--- config.mk ---
export PLATFORM = sky130hd
export DESIGN_NAME = key_debounce_led
export DESIGN_NICKNAME = d
export VERILOG_FILES = /design/src/rtl/key_pkg.sv /design/src/rtl/key_debounce_chan.sv /design/src/rtl/key_debounce_led.sv
export SDC_FILE = /design/constraint.sdc
export NUM_CORES = 1
export LEC_CHECK = 0
export CORE_MARGIN = 2
export CORE_UTILIZATION = 55
export CTS_CLUSTER_SIZE = 8
export DETAILED_ROUTE_END_ITERATION = 6
export GPL_ROUTABILITY_DRIVEN = 1
export GPL_TIMING_DRIVEN = 0
export PLACE_DENSITY = 0.73
export SYNTH_ARGS = -nofsm -noshare
export SYNTH_HDL_FRONTEND = slang
export SYNTH_SLANG_ARGS = --single-unit
--- constraint.sdc ---
create_clock -name clk -period 6 [get_ports clk]
set_input_delay 1.2 -clock clk [delete_from_list [all_inputs] [get_ports clk]]
set_output_delay 1.2 -clock clk [all_outputs]
set_load 0.005 [all_outputs]
--- src/rtl/key_pkg.sv ---
// Shared definitions for the key debouncer: FSM state type, pin/LED polarities
// and elaboration-time helpers for the debounce window and counter widths.
package key_pkg;

    typedef enum logic [1:0] {
        UP       = 2'd0,
        DEB_DOWN = 2'd1,
        DOWN     = 2'd2,
        DEB_UP   = 2'd3
    } key_state_e;

    localparam logic KEY_PRESSED = 1'b0;
    localparam logic LED_ON      = 1'b0;

    function automatic int deb_cycles(input int clk_hz, input int ms);
        return clk_hz / 1000 * ms;
    endfunction

    // Width able to hold 0..n-1; never narrower than one bit.
    function automatic int cnt_width(input int n);
        return (n <= 2) ? 1 : $clog2(n);
    endfunction

endpackage

--- src/rtl/key_debounce_chan.sv ---
// One key channel: 2-FF synchronizer, UP/DEB_DOWN/DOWN/DEB_UP debouncer, registered
// level/press/release outputs and LED toggle. Long press is built when KEY_LONG_PRESS_EN is defined.
module key_debounce_chan
    import key_pkg::*;
#(
    parameter int DEB_CYCLES = 4
`ifdef KEY_LONG_PRESS_EN
    , parameter int LONG_CYCLES = 1000
`endif
) (
    input  logic clk,
    input  logic rst,
    input  logic key_n,
    output logic key_level,
    output logic key_press,
    output logic key_release,
    output logic led_n
`ifdef KEY_LONG_PRESS_EN
    , output logic key_long
`endif
);

    localparam int              CNT_W   = cnt_width(DEB_CYCLES);
    localparam logic [CNT_W-1:0] CNT_MAX = CNT_W'(DEB_CYCLES - 1);

    logic             sync_meta;
    logic             sync_s;
    key_state_e       state;
    key_state_e       state_nx;
    logic [CNT_W-1:0] cnt;
    logic [CNT_W-1:0] cnt_nx;
    logic             press_nx;
    logic             release_nx;
    logic             level_nx;

    // Any sample disagreeing with the pending level sends the FSM back and restarts the window.
    always_comb begin
        state_nx = state;
        cnt_nx   = cnt;
        case (state)
            UP: begin
                if (sync_s == KEY_PRESSED) begin
                    state_nx = DEB_DOWN;
                    cnt_nx   = '0;
                end
            end
            DEB_DOWN: begin
                if (sync_s != KEY_PRESSED) begin
                    state_nx = UP;
                    cnt_nx   = '0;
                end else if (cnt == CNT_MAX) begin
                    state_nx = DOWN;
                end else begin
                    cnt_nx = cnt + 1'b1;
                end
            end
            DOWN: begin
                if (sync_s != KEY_PRESSED) begin
                    state_nx = DEB_UP;
                    cnt_nx   = '0;
                end
            end
            DEB_UP: begin
                if (sync_s == KEY_PRESSED) begin
                    state_nx = DOWN;
                end else if (cnt == CNT_MAX) begin
                    state_nx = UP;
                    cnt_nx   = '0;
                end else begin
                    cnt_nx = cnt + 1'b1;
                end
            end
            default: begin
                state_nx = UP;
                cnt_nx   = '0;
            end
        endcase
    end

    assign press_nx   = (state == DEB_DOWN) && (state_nx == DOWN);
    assign release_nx = (state == DEB_UP) && (state_nx == UP);
    assign level_nx   = (state_nx == DOWN) || (state_nx == DEB_UP);

    // Outputs are decoded from the next state so they line up with the first cycle in that state.
    always_ff @(posedge clk) begin
        if (rst) begin
            sync_meta   <= 1'b1;
            sync_s      <= 1'b1;
            state       <= UP;
            cnt         <= '0;
            key_level   <= 1'b0;
            key_press   <= 1'b0;
            key_release <= 1'b0;
            led_n       <= ~LED_ON;
        end else begin
            sync_meta   <= key_n;
            sync_s      <= sync_meta;
            state       <= state_nx;
            cnt         <= cnt_nx;
            key_level   <= level_nx;
            key_press   <= press_nx;
            key_release <= release_nx;
            if (press_nx) begin
                led_n <= ~led_n;
            end
        end
    end

`ifdef KEY_LONG_PRESS_EN
    localparam int               LONG_W   = cnt_width(LONG_CYCLES);
    localparam logic [LONG_W-1:0] LONG_MAX = LONG_W'(LONG_CYCLES - 1);

    logic [LONG_W-1:0] long_cnt;
    logic              long_done;

    // Keeps counting through DEB_UP, so a release bounce that falls back to DOWN still counts.
    always_ff @(posedge clk) begin
        if (rst) begin
            long_cnt  <= '0;
            long_done <= 1'b1;
            key_long  <= 1'b0;
        end else begin
            key_long <= 1'b0;
            if (press_nx) begin
                long_cnt  <= '0;
                long_done <= 1'b0;
            end else if (level_nx && !long_done) begin
                if (long_cnt == LONG_MAX) begin
                    key_long  <= 1'b1;
                    long_done <= 1'b1;
                end else begin
                    long_cnt <= long_cnt + 1'b1;
                end
            end
        end
    end
`endif

endmodule

--- src/rtl/key_debounce_led.sv ---
// Debounced front end for NUM_KEYS active-low push buttons with one toggling active-low LED each.
// Define KEY_LONG_PRESS_EN to add the LONG_MS parameter and the key_long pulse output.
module key_debounce_led
    import key_pkg::*;
#(
    parameter int NUM_KEYS    = 4,
    parameter int CLK_HZ      = 50000000,
    parameter int DEBOUNCE_MS = 20
`ifdef KEY_LONG_PRESS_EN
    , parameter int LONG_MS   = 1000
`endif
) (
    input  logic                clk,
    input  logic                rst,
    input  logic [NUM_KEYS-1:0] key_n,
    output logic [NUM_KEYS-1:0] key_level,
    output logic [NUM_KEYS-1:0] key_press,
    output logic [NUM_KEYS-1:0] key_release,
    output logic [NUM_KEYS-1:0] led_n
`ifdef KEY_LONG_PRESS_EN
    , output logic [NUM_KEYS-1:0] key_long
`endif
);

    localparam int DEB_CYCLES = deb_cycles(CLK_HZ, DEBOUNCE_MS);
`ifdef KEY_LONG_PRESS_EN
    localparam int LONG_CYCLES = deb_cycles(CLK_HZ, LONG_MS);
`endif

    if (DEB_CYCLES < 2) begin : g_bad_deb
        $error("key_debounce_led: DEB_CYCLES must be at least 2");
    end
    if (NUM_KEYS < 1 || NUM_KEYS > 8) begin : g_bad_keys
        $error("key_debounce_led: NUM_KEYS must be in 1..8");
    end
`ifdef KEY_LONG_PRESS_EN
    if (LONG_CYCLES < 2) begin : g_bad_long
        $error("key_debounce_led: LONG_CYCLES must be at least 2");
    end
`endif

    for (genvar k = 0; k < NUM_KEYS; k++) begin : g_chan
        key_debounce_chan #(
            .DEB_CYCLES  (DEB_CYCLES)
`ifdef KEY_LONG_PRESS_EN
            , .LONG_CYCLES(LONG_CYCLES)
`endif
        ) u_chan (
            .clk        (clk),
            .rst        (rst),
            .key_n      (key_n[k]),
            .key_level  (key_level[k]),
            .key_press  (key_press[k]),
            .key_release(key_release[k]),
            .led_n      (led_n[k])
`ifdef KEY_LONG_PRESS_EN
            , .key_long (key_long[k])
`endif
        );
    end

endmodule

==> results of run 1 <==
==> flip-flops by register name, summed over array words and instances (netlist names) <==
register,cells
g_chan.u_chan.key_release,4
g_chan.u_chan.sync_meta,4
g_chan.u_chan.cnt,80
g_chan.u_chan.state,8
g_chan.u_chan.key_press,4
g_chan.u_chan.key_level,4
g_chan.u_chan.led_n,4
g_chan.u_chan.sync_s,4
==> per-layer routing <==
| layer | up-vias | track usage | share of wire |
|---|---|---|---|
| met5 | - | 0 | 0 |
| met4 | 0 | 0.0742 | 0.012 |
| met3 | 19 | 0.0569 | 0.039 |
| met2 | 86 | 0.362 | 0.48 |
| met1 | 2266 | 0.288 | 0.47 |
| li1 | 2447 | - | - |
==> how the worst max path moves through the flow <==
stage / endpoint / cells after the start / start / slack (ns)
6_report: g_chan[3].u_chan.cnt[17] / 6 / rst / 3.17
5_1_grt: g_chan[3].u_chan.cnt[6] / 6 / rst / 3.02
4_1_cts: g_chan[3].u_chan.cnt[13] / 6 / rst / 3.20
3_5_place_dp: g_chan[3].u_chan.cnt[13] / 6 / rst / 2.78
3_3_place_gp: g_chan[3].u_chan.cnt[13] / 6 / rst / 2.79
2_1_floorplan: g_chan[3].u_chan.cnt[10] / 5 / rst / 3.79
==> worst max-delay path: cells and delay by family <==
| kind | cells | cell delay, ns |
|---|---|---|
| buf+inv | 4 | 1.40 |
| simple gates | 1 | 0.11 |
| compound gates | 1 | 0.44 |
==> per-stage QoR <==
| stage | worst slack [ns] | power [W] | hold slack (ns) | area, sq um |
|---|---|---|---|---|
| after global routing | 3.02 | 0.00144 | 0.428 | 6320 |
| final | 3.17 | 0.00139 | 0.419 | 6320 |
| after global placement | 2.79 | 0.000825 | 0.395 | 6050 |
| after floorplan | 3.79 | 0.000809 | 0.389 | 5670 |
| after detailed placement | 2.78 | 0.000826 | 0.394 | 6050 |
| after CTS | 3.20 | 0.00141 | 0.422 | 6320 |
==> layout make-up <==
| type | count | area [sq um] |
|---|---|---|
| inverters | 24 | 90.1 |
| flip-flops and latches | 112 | 2240 |
| well taps | 136 | 170 |
| fillers | 913 | 3860 |
| multi-input cells | 491 | 3090 |
| clock inverters | 6 | 130 |
| clock buffers | 10 | 138 |
| plain buffers | 45 | 248 |
| repair buffers | 21 | 210 |
==> cells in the mapped netlist, drive strengths merged (19+ instances only) <==
| cell | n |
|---|---|
| clkbuf | 23 |
| nand3 | 37 |
| buf | 22 |
| xor2 | 26 |
| nor2 | 82 |
| nand2 | 47 |
| a21oi | 30 |
| xnor2 | 34 |
| o21ai | 19 |
| inv | 24 |
| nor3 | 23 |
| dfxtp | 112 |
| nand4 | 26 |
==> power by group through the flow <==
stage                     clock (W)  combinational, W  sequential, W
after floorplan                   0         0.0000415       0.000768
after global placement            0         0.0000558       0.000769
after CTS                  0.000599         0.0000571       0.000752
after detailed placement          0         0.0000569       0.000769
after global routing       0.000623         0.0000634       0.000753
final                      0.000581         0.0000569       0.000752
==> cells by family (layout without fill, tap and decap cells) <==
| group | Yosys count | after routing | synth area share |
|---|---|---|---|
| compound gates | 98 | 98 | 0.118 |
| buf+inv | 69 | 106 | 0.0596 |
| xor+xnor | 60 | 60 | 0.0927 |
| fa+ha+maj | 4 | 4 | 0.00882 |
| mux | 3 | 3 | 0.00574 |
| simple gates | 326 | 326 | 0.319 |
| flops | 112 | 112 | 0.395 |
==> results.md, run 1 <==
Synth:
- The total of flip-flops plus latches after synthesis is 112.
- Yosys printed 0 warnings.
- By area the synthesized netlist is led by sky130_fd_sc_hd__dfxtp_1 (40%), sky130_fd_sc_hd__nor2_1 (5.4%), sky130_fd_sc_hd__xnor2_1 (5.3%).
- The cell type with the largest total area after synthesis is sky130_fd_sc_hd__dfxtp_1.
- The area share of the leading cell type in the synthesized netlist is 0.395.
- The average instance area after synthesis is 8.44 sq um.
- The number of flops mapped to enable cells by yosys is 0.
- The synthesized net count is 682.
- The async set-or-reset flop fraction in the synthesized netlist is 0.
- Synthesis instantiated 64 different standard cells from the library.
- The post-synthesis instance total is 672.
- The mapped netlist covers 5670 sq um.
- The portion of the post-synthesis area used by sequential elements is 0.395.
- The most common flop cell mapped by yosys is sky130_fd_sc_hd__dfxtp_1.

Clock network:
- The number of buffers on the longest clock path is 2.
- The number of clock sinks is 112.
- The clock tree from TritonCTS is yes.
- The post-cts hold buffer count is 0.
- After clock tree synthesis, the setup repair step added 0 buffers.
- The tree is rooted in a sky130_fd_sc_hd__clkbuf_8.
- The CTS clock-pin slew for the worst setup and hold paths is 0.10 ns.
- The later pin in the worst-skew pair is clocked with a latency of 0.39 ns.
- CTS built an H-tree with a depth of 3.
- The count of cells resized by post-cts repair is 0.
- The number of buffers created by CTS is 9.

Min path:
- The path with the worst hold slack has its endpoint at g_chan[2].u_chan.sync_s.
- The worst hold path begins at g_chan[2].u_chan.sync_meta.
- The worst hold path class is reg2reg.
- The cell depth of the worst hold path is 1.

Placed design:
- The total of buffers placed on input and output ports is 21.
- Summed over all nets, the half-perimeter wirelength after detailed placement is 8.41 mm.
- The congestion estimate from routability-driven global placement came to 0.858.
- Including well taps, the total number of placed cells is 829.

Floorplanning:
- The I/O pin count is 22.
- The starting utilization of the core area is 0.557.
- The core region is 10200 sq um.
- Row generation in the floorplan step produced 37 rows.
- The die boundary width is 106 microns.
- The floorplan step set the die height to 106 microns.
- The floorplan die area is 11100 sq um.

Power:
- The internal power of the cells totals 0.00110 W.
- The analysis attributes to cell leakage a power of 2.08 nW.
- The switching power is 0.000292 W.
- Power spread over the standard cell area amounts to 220 nW/um^2.
- The switching share of power is 0.210.
- The sequential power share is 0.541.
- IR analysis of the VDD net gives a maximum drop of 0.169 mV.
- The share of total power dissipated in the clock network is 0.418.
- The combinational share of power is 0.041.

Worst setup path:
- The setup slack of the worst register-to-register path is 3.47 ns.
- The slowest stage of the critical path belongs to the cell sky130_fd_sc_hd__clkbuf_1.
- The endpoint identified for the worst register-to-register timing path is g_chan[1].u_chan.cnt[9].
- The signal on the critical path passes through clkdlybuf4s50_1, inv_1, clkbuf_1, o21ai_1, buf_2, nor2_1.
- The element type at the critical path start is an input port.
- Measured in cells, the most critical reg-to-reg path has a length of 6.
- The longest individual stage delay on the worst path is 0.52 ns.
- The peak fanout along the critical path is 10.
- The required time of the worst setup path is 6.33 ns.
- The worst endpoint data arrival time is 3.16 ns.
- The critical path is of the in2reg type.
- The startpoint of the worst-slack reg-to-reg timing path is g_chan[1].u_chan.cnt[7].
- The type of destination of the critical path is a flop.

Finish:
- In the layout the commonest cells are sky130_fd_sc_hd__dfxtp_1 (112), sky130_fd_sc_hd__nor2_1 (82), sky130_fd_sc_hd__nand2_1 (46).
- The layout cell share with drive strength beyond 1 is 0.0945.
- The finished layout holds 845 standard cells, fillers aside.
- The most common cell after layout, fill and taps aside is sky130_fd_sc_hd__dfxtp_1.
- The net count reported at finish is 714.
- The layout overhead on the synthesized area is 11.4%.
- For this run, the share of the core covered by cells in the final layout is 0.621.
- The number of diodes added for antenna fixing is 0.

Global route:
- The largest net degree at the start of global routing is 18.
- The global router's overall resource usage is 0.222.
- The initial antenna violation count is 0.
- The overall overflow remaining after global route is 0.
- The via count of the first global-routing pass is 4549.
- The first global-routing pass estimated 20.5 mm of wire.

STA:
- Setup violations remaining at the end of the flow were counted as 0.
- The count of endpoints failing hold in the final timing report is 0.
- Setup repair after global routing left no endpoint under its margin.
- The post-layout minimum cycle time is 2.83 ns.
- Timing would allow up to 353 MHz.
- The max-slew violation count was 0.
- In the finished design, the share of the clock period the worst path needs comes to 0.472.
- On the final layout, the worst clock skew is 0.00797 ns.
- The actual transition at the worst max-transition pin is 0.784 ns.
- The worst max-slew margin expressed relative to the limit is 0.474.
- The setup total negative slack is 0 ns.

Drt:
- The detail route stage leaves a number of antenna-violating nets equal to 0.
- The violation count after the first detailed-routing iteration is 218.
- The routed design has 11.7 mm of wire.
- Before antenna repair, the detailed router went through 4 iterations.
- The post-route DRC violation count is 0.
- The via total after detailed routing is 4818.
- The routed via count divided by cell count is 5.70.
- The mean routed wirelength per cell is 13.9 microns.

Run status:
- The run finished with clean final reports.

Flow run:
- The count of maximum capacitance violations is 0.
No activity file was read; power rests on OpenSTA's default activity.
==> inputs of run 2 (changes only) <==
==> constraint.sdc (replaced) <==
create_clock -name clk -period 2.7 [get_ports clk]
set_input_delay 0.54 -clock clk [delete_from_list [all_inputs] [get_ports clk]]
set_output_delay 0.54 -clock clk [all_outputs]
set_load 0.005 [all_outputs]
==> results of run 2 <==
The final DEF is identical to that of run 1. Status: finished clean.
Main changes from that run: setup slack after placement 2.78 ns -> 0.145 ns; setup slack after layout 3.17 ns -> 0.175 ns; start point of the critical path rst -> g_chan[1].u_chan.cnt[7]; end point of the critical path g_chan[3].u_chan.cnt[17] -> g_chan[1].u_chan.cnt[9]; register-to-register setup slack 3.47 ns -> 0.17 ns; total power 0.00139 W -> 0.00309 W; worst IR drop on VDD 0.169 mV -> 0.376 mV
==> inputs of run 3 (changes only) <==
--- a/config.mk
+++ b/config.mk
@@ -7,11 +7,12 @@
 export LEC_CHECK = 0
 export CORE_MARGIN = 2
 export CORE_UTILIZATION = 55
-export CTS_CLUSTER_SIZE = 8
+export CTS_CLUSTER_SIZE = 16
 export DETAILED_ROUTE_END_ITERATION = 6
 export GPL_ROUTABILITY_DRIVEN = 1
 export GPL_TIMING_DRIVEN = 0
 export PLACE_DENSITY = 0.73
+export SLEW_MARGIN = 20
 export SYNTH_ARGS = -nofsm -noshare
 export SYNTH_HDL_FRONTEND = slang
 export SYNTH_SLANG_ARGS = --single-unit
==> results of run 3 <==
The final DEF is identical to that of run 1. Status: finished clean.
Main changes from that run: setup slack after placement 2.78 ns -> 0.145 ns; setup slack after layout 3.17 ns -> 0.175 ns; start point of the critical path rst -> g_chan[1].u_chan.cnt[7]; end point of the critical path g_chan[3].u_chan.cnt[17] -> g_chan[1].u_chan.cnt[9]; register-to-register setup slack 3.47 ns -> 0.17 ns; total power 0.00139 W -> 0.00309 W; worst IR drop on VDD 0.169 mV -> 0.376 mV
